## config.mk

```make
export PLATFORM = sky130hd
export DESIGN_NAME = msfsms_sig_interface
export DESIGN_NICKNAME = d
export VERILOG_FILES = /design/src/rtl/msfsms_sig_interface.sv
export SDC_FILE = /design/constraint.sdc
export NUM_CORES = 1
export LEC_CHECK = 0
export CAP_MARGIN = 20
export CORE_MARGIN = 4
export CORE_UTILIZATION = 48
export CTS_CLUSTER_SIZE = 10
export DETAILED_ROUTE_END_ITERATION = 16
export PLACE_DENSITY = 0.81
export SKIP_CTS_REPAIR_TIMING = 1
export SKIP_LAST_GASP = 1
export SLEW_MARGIN = 15
export SYNTH_ARGS = -nofsm -noshare
export SYNTH_HDL_FRONTEND = slang
export SYNTH_SLANG_ARGS = --single-unit
```

## constraint.sdc

```tcl
create_clock -name clk -period 1.58 [get_ports clk]
set_input_delay 0.237 -clock clk [delete_from_list [all_inputs] [get_ports clk]]
set_output_delay 0.237 -clock clk [all_outputs]
set_load 0.1 [all_outputs]
```

## src/rtl/msfsms_sig_interface.sv

```systemverilog
// Signal-interface stage for the MSFSM converter controller: synchronises Ri/Ai into
// single-cycle event pulses and turns the composition's output events back into levels.
module msfsms_sig_interface #(
    parameter int SYNC_STAGES = 2
) (
    input  logic clk,
    input  logic reset,
    input  logic Ri_in,
    input  logic Ai_in,
    output logic Ri_PLUS,
    output logic Ri_MINUS,
    output logic Ai_PLUS,
    output logic Ai_MINUS,
    output logic Ai_PLUSa,
    output logic Ai_MINUSa,
    input  logic Ro_PLUS,
    input  logic Ro_PLUSa,
    input  logic Ro_MINUS,
    input  logic Ro_MINUSa,
    input  logic Ao_PLUS,
    input  logic Ao_MINUS,
    input  logic x_PLUS,
    input  logic x_MINUS,
    output logic Ro,
    output logic Ao,
    output logic x,
    output logic protocol_err
);

    logic [SYNC_STAGES-1:0] ri_sync, ai_sync;
    logic                   ri_prev, ai_prev;
    logic                   ai_ph, ro_ph;

    logic ri_s, ai_s;
    logic ri_rise, ri_fall, ai_rise, ai_fall;

    assign ri_s    = ri_sync[SYNC_STAGES-1];
    assign ai_s    = ai_sync[SYNC_STAGES-1];
    assign ri_rise =  ri_s & ~ri_prev;
    assign ri_fall = ~ri_s &  ri_prev;
    assign ai_rise =  ai_s & ~ai_prev;
    assign ai_fall = ~ai_s &  ai_prev;

    // Returns {error, next_level} for a simple set/clear level.
    function automatic logic [1:0] level_step(input logic lvl, input logic set, input logic clr);
        logic [1:0] r;
        r = {1'b0, lvl};
        if (set && clr)  r = {1'b1, lvl};
        else if (set)    r = lvl  ? {1'b1, lvl} : 2'b01;
        else if (clr)    r = !lvl ? {1'b1, lvl} : 2'b00;
        return r;
    endfunction

    logic [2:0] ro_cnt;
    logic       ro_next, ro_ph_next, ro_err;
    logic [1:0] ao_step, x_step;

    assign ro_cnt  = {2'b0, Ro_PLUS} + {2'b0, Ro_PLUSa} + {2'b0, Ro_MINUS} + {2'b0, Ro_MINUSa};
    assign ao_step = level_step(Ao, Ao_PLUS, Ao_MINUS);
    assign x_step  = level_step(x, x_PLUS, x_MINUS);

    // NOTE: every always_comb output gets a default first so no path leaves it unassigned (no latch).
    always_comb begin
        ro_next    = Ro;
        ro_ph_next = ro_ph;
        ro_err     = 1'b0;
        if (ro_cnt > 3'd1) begin
            ro_err = 1'b1;
        end else if (Ro_PLUS) begin
            if (!ro_ph && !Ro) ro_next = 1'b1;
            else               ro_err  = 1'b1;
        end else if (Ro_PLUSa) begin
            if (ro_ph && !Ro)  ro_next = 1'b1;
            else               ro_err  = 1'b1;
        end else if (Ro_MINUS) begin
            if (!ro_ph && Ro) begin
                ro_next    = 1'b0;
                ro_ph_next = 1'b1;
            end else begin
                ro_err = 1'b1;
            end
        end else if (Ro_MINUSa) begin
            if (ro_ph && Ro) begin
                ro_next    = 1'b0;
                ro_ph_next = 1'b0;
            end else begin
                ro_err = 1'b1;
            end
        end
    end

    // NOTE: sequential state uses non-blocking assignments so every flop samples pre-edge values.
    always_ff @(posedge clk or negedge reset) begin
        if (!reset) begin
            ri_sync      <= '0;
            ai_sync      <= '0;
            ri_prev      <= 1'b0;
            ai_prev      <= 1'b0;
            ai_ph        <= 1'b0;
            ro_ph        <= 1'b0;
            Ri_PLUS      <= 1'b0;
            Ri_MINUS     <= 1'b0;
            Ai_PLUS      <= 1'b0;
            Ai_MINUS     <= 1'b0;
            Ai_PLUSa     <= 1'b0;
            Ai_MINUSa    <= 1'b0;
            Ro           <= 1'b0;
            Ao           <= 1'b0;
            x            <= 1'b0;
            protocol_err <= 1'b0;
        end else begin
            ri_sync   <= {ri_sync[SYNC_STAGES-2:0], Ri_in};
            ai_sync   <= {ai_sync[SYNC_STAGES-2:0], Ai_in};
            ri_prev   <= ri_s;
            ai_prev   <= ai_s;
            Ri_PLUS   <= ri_rise;
            Ri_MINUS  <= ri_fall;
            Ai_PLUS   <= ai_rise & ~ai_ph;
            Ai_MINUS  <= ai_fall & ~ai_ph;
            Ai_PLUSa  <= ai_rise &  ai_ph;
            Ai_MINUSa <= ai_fall &  ai_ph;
            if (ai_fall) ai_ph <= ~ai_ph;

            Ro    <= ro_next;
            ro_ph <= ro_ph_next;
            Ao    <= ao_step[0];
            x     <= x_step[0];
            if (ro_err || ao_step[1] || x_step[1]) protocol_err <= 1'b1;
        end
    end

endmodule

```

==> After elaboration in Yosys (flattened, before gate mapping) <==
Index checks and enable logic that the tools add are counted.
W data, S select, Z words.
{ "totals": {"out_inout_bits": 10, "in_bits": 12, "regBits": 18, "wordCells": 91} }
{ "classes": {"muxes": 29, "n_reduce_logical": 20, "eq_ne": 4, "bitwise": 18, "order_cmp": 1, "addsub": 3} }
{ "op_table": {"columns": ["operator", "n"], "rows": [
  ["$mux W2", 10],
  ["$mux W1", 19],
  ["$reduce_and A6 Y1", 2],
  ["$not A1 Y1", 10],
  ["$and A1 B1 Y1", 8],
  ["$reduce_bool A2 Y1", 4],
  ["$reduce_bool A4 Y1", 2],
  ["$logic_and A1 B1 Y1", 6],
  ["$ne A2 B1 Y1 const B", 2],
  ["$ne A4 B3 Y1 const B", 1],
  ["$reduce_and A2 Y1", 2],
  ["$add A2 B1 Y3", 1],
  ["$add A3 B1 Y3", 1],
  ["$gt A3 B1 Y1 const B", 1],
  ["$ne A3 B2 Y1 const B", 1],
  ["$add A1 B1 Y2", 1],
  ["$logic_not A1 Y1", 2],
  ["$logic_or A1 B1 Y1", 2]
]} }

==> Longest topological paths before layout <==
{ "logic_depth": {"depth_word": 9, "mapped_depth": 5, "depth_no_buf": 5} }

==> Worst setup path after synthesis <==
OpenSTA, ideal clock, no wires.
{ "synth_timing": {"kind": "register to register", "start": "reg Ro", "end": "reg protocol_err", "required_time_ns": 1.445, "path_buffers": 0, "path_slack_ns": -0.075, "path_stages_with_launch": 4, "setup_ns": 0.135, "synth_period_minus_slack_ns": 1.655, "arrival_ns": 1.520, "path_cell_list": "dfrtp_1 > nand2_1 > a221oi_1 > o211ai_1"} }
{ "synth_between": {"elab_chain_cells": 9, "word_cells_on_any_way": 16, "cone_classes": "mux (9); reduce/logical (7)"} }
{ "synth_rtl": {"columns": ["item", "line", "text"], "rows": [
  ["start: declaration", "24", "output logic Ro,"],
  ["start signal: assignment", "124", "Ro <= ro_next;"],
  ["$logic_and A1 B1 Y1", "83", "if (ro_ph && Ro) begin"],
  ["$mux W1", "83", null],
  ["$mux W1", "82", "end else if (Ro_MINUSa) begin"],
  ["$mux W1", "75", "end else if (Ro_MINUS) begin"],
  ["$mux W1", "72", "end else if (Ro_PLUSa) begin"],
  ["$mux W1 *", "69", "end else if (Ro_PLUS) begin"],
  ["$mux W1 *", "67", "if (ro_cnt > 3'd1) begin"],
  ["$logic_or A1 B1 Y1 * (2 in a row)", "128", "if (ro_err || ao_step[1] || x_step[1]) protocol_err <= 1'b1;"],
  ["end signal: assignment", "110", "protocol_err <= 1'b0;"],
  ["end signal: assignment", "128", null],
  ["end: declaration", "27", "output logic protocol_err"]
]} }
Mark *: on every way between the ends. The rest lies on a longest branch, timed or not.
A chain may end at the register's enable or synchronous reset.

==> Worst setup path after layout <==
{ "layout_timing": {"start": "in Ro_PLUS", "end": "reg Ro"} }
{ "layout_between": {"elab_chain_cells": 6, "word_cells_on_any_way": 12, "cone_classes": "add/sub (3); order compare (1); eq/ne (3); mux (1); bitwise (1); reduce/logical (3)"} }
{ "layout_rtl": {"columns": ["item", "line", "text"], "rows": [
  ["start: declaration", "16", "input logic Ro_PLUS,"],
  ["$add A1 B1 Y2", "58", "assign ro_cnt = {2'b0, Ro_PLUS} + {2'b0, Ro_PLUSa} + {2'b0, Ro_MINUS} + {2'b0, Ro_MINUSa};"],
  ["$add A2 B1 Y3", "58", null],
  ["$add A3 B1 Y3", "58", null],
  ["$gt A3 B1 Y1", "67", null],
  ["$not A1 Y1 (no source line)", null, null],
  ["$reduce_and A6 Y1 (no source line)", null, null]
]} }
Parallel ways exist; a longest one is shown, timed or not.

==> run metrics <==
Reg-to-Reg Start=ro_ph; clk_skew=2.54 ps; Via density=5.40; CORE AREA=0.00151 mm²; CTS max path bufs=2; nets=114; Slew HR=78.0%; Max Slew Vio Count=0; final worst-path cycle share=85.9%; H-tree levels=1; cell family with most CP delay=adder cells; drt drc=0; reg-to-reg critical path endpoint=protocol_err; clock root buffer=clkbuf_4; dpl cell area=0.00115 mm²; unrepaired setup endpoints after global routing=no; Yosys top cell area share=59.2%; IO Port Bufs=21; VDD IR max=745 µV; grt ovf=0; Initial Utilization=50.5%; Final Util=80.3%; Final Setup Violations=0; Syn Area/Cell=11.7 µm²; crit path cell chain=dlymetal6s2s_1 > inv_2 > fa_1 > nand2b_4 > and3_4 > a211o_1; sequential element share of the synthesized area=59.2%; hold crit path type=in2async; reg2reg setup slack=360 ps; Final Power=1260 µW; Avg WL per Cell=14.8 µm; Max stage delay on crit path=500 ps; Worst Path Buf+Inv=2; Die Y-Extent=47.8 µm; Setup CP Type=in2reg; f_max=737 MHz; WL final=1.68 mm; Reg2Reg Depth=3; Routed Antenna Nets=0; worst path arrival time=1520 ps; Hold Fails Final Rpt=0; biggest regs=ai_sync (2), ri_sync (2); net count after synthesis=80; I/O pin cnt=22; CTS buffer count=3; YS warnings=0; vias in the first global route=580; first-pass GRT wire length=2.39 mm; crit start category=input port; type of element capturing the critical path=flip-flop; Post-Syn Area=761 µm²; Synth Instances=65; diodes inserted=0; die width=47.8 µm; # clock sinks=18; status=completed; WP data required=1750 ps; Max Cap Violations=0; CTS tree=built; DR pass1 iterations=4; P per Cell Area=1040 mW/mm²; post-synth cell types=25; DIE AREA=0.00229 mm²; cell taking the most area after synthesis=dfrtp_1; largest cells by area after synthesis=dfrtp_1 (59%), inv_1 (3.5%), ha_1 (3.3%); Yosys reg bits=18; antenna violations before repair=0; first-iteration detailed-routing DRC count=8; Clock Latency Late Sink=280 ps; DPL Wire Length=1.19 mm; placer congestion estimate=0.940; via count=616; setup TNS=0 ps; Tightest Pin Transition=330 ps; P_leak=0.000586 µW; layout cell share with drive strength beyond 1=30.6%; Crit-path slowest cell=fa_1; FP Rows=14; crit-path max FO=2; Clk pin slew, worst setup/hold paths=90 ps; synthesis-to-layout area growth=59.0%; largest net degree at the start of global routing=19; Worst path depth=6; crit path time final=1360 ps; GRT Resource Usage Total=15.6%; Final Instance Area=0.00121 mm²
==> where the power goes <==
part | total, µW | internal, µW | switching [µW]
clock network | 267 | 140 | 126
logic | 437 | 177 | 261
registers | 559 | 508 | 51.1
==> cell usage after synthesis <==
master     n
o31ai_1    1
inv_1      7
o31ai_2    1
ha_1       2
a21oi_1    3
nand2_1    3
o21ai_1    1
nor2_1     4
xnor2_1    1
nand2b_1   4
or2b_1     1
nor3b_1    2
and3b_1    1
o21ai_0    2
nand4_1    2
nor2b_1    4
dfrtp_1   18
a211o_1    1
and3_1     1
o211ai_1   1
mux2i_1    1
a41oi_1    1
fa_1       1
a221oi_1   1
and4b_1    1
==> layout make-up <==
class / instances / area, µm²
flip-flops and latches: 18 / 453
repair buffers: 29 / 378
multi-input cells: 40 / 297
fillers: 81 / 297
clock buffers: 4 / 36.3
inverters: 7 / 26.3
well taps: 16 / 20.0
==> routing by layer <==
metal	global-route usage, %	up-vias	routed length (µm)
li1	-	288	-
met3	5.64	6	111
met4	4.84	0	29
met2	26.1	24	906
met1	18.6	298	636
met5	0	-	0
==> placed cells by master, fill, tap and decap left out, types with 4 or more instances in the layout <==
master | netlist | layout
clkdlybuf4s50_1 | 0 | 8
inv_1 | 7 | 4
nor2b_1 | 4 | 4
buf_4 | 0 | 8
dfrtp_1 | 18 | 16
buf_12 | 0 | 10
nor2_1 | 4 | 4
==> cell families (layout without fill, tap and decap cells) <==
| group | Yosys count | after routing | synth area share (%) |
|---|---|---|---|
| mux | 1 | 1 | 1.32 |
| buf+inv | 7 | 40 | 3.45 |
| xor+xnor | 1 | 1 | 1.15 |
| fa+ha+maj | 3 | 3 | 5.92 |
| flops | 18 | 18 | 59.2 |
| simple gates | 23 | 23 | 17.9 |
| compound gates | 12 | 12 | 11.0 |
==> through the flow <==
step | setup WS, ps | hold slack, ps | instances
after CTS | -136 | 275 | 114
after global routing | 179 | 293 | 114
final | 223 | 277 | 114
after detailed placement | -452 | 338 | 110
after global placement | -394 | 331 | 110
after floorplan | 82.8 | -58.6 | 65
==> how the worst max path moves through the flow <==
stage | start | end | slack [ps]
4_1_cts | Ro_PLUS | Ro | -140
5_1_grt | Ro_PLUS | Ro | 180
6_report | Ro_PLUS | Ro | 220
2_1_floorplan | Ro_PLUS | Ro | 80
3_3_place_gp | Ro_PLUS | Ro | -390
3_5_place_dp | Ro_PLUS | Ro | -450
Note: power is estimated with default switching activity, not from simulation.
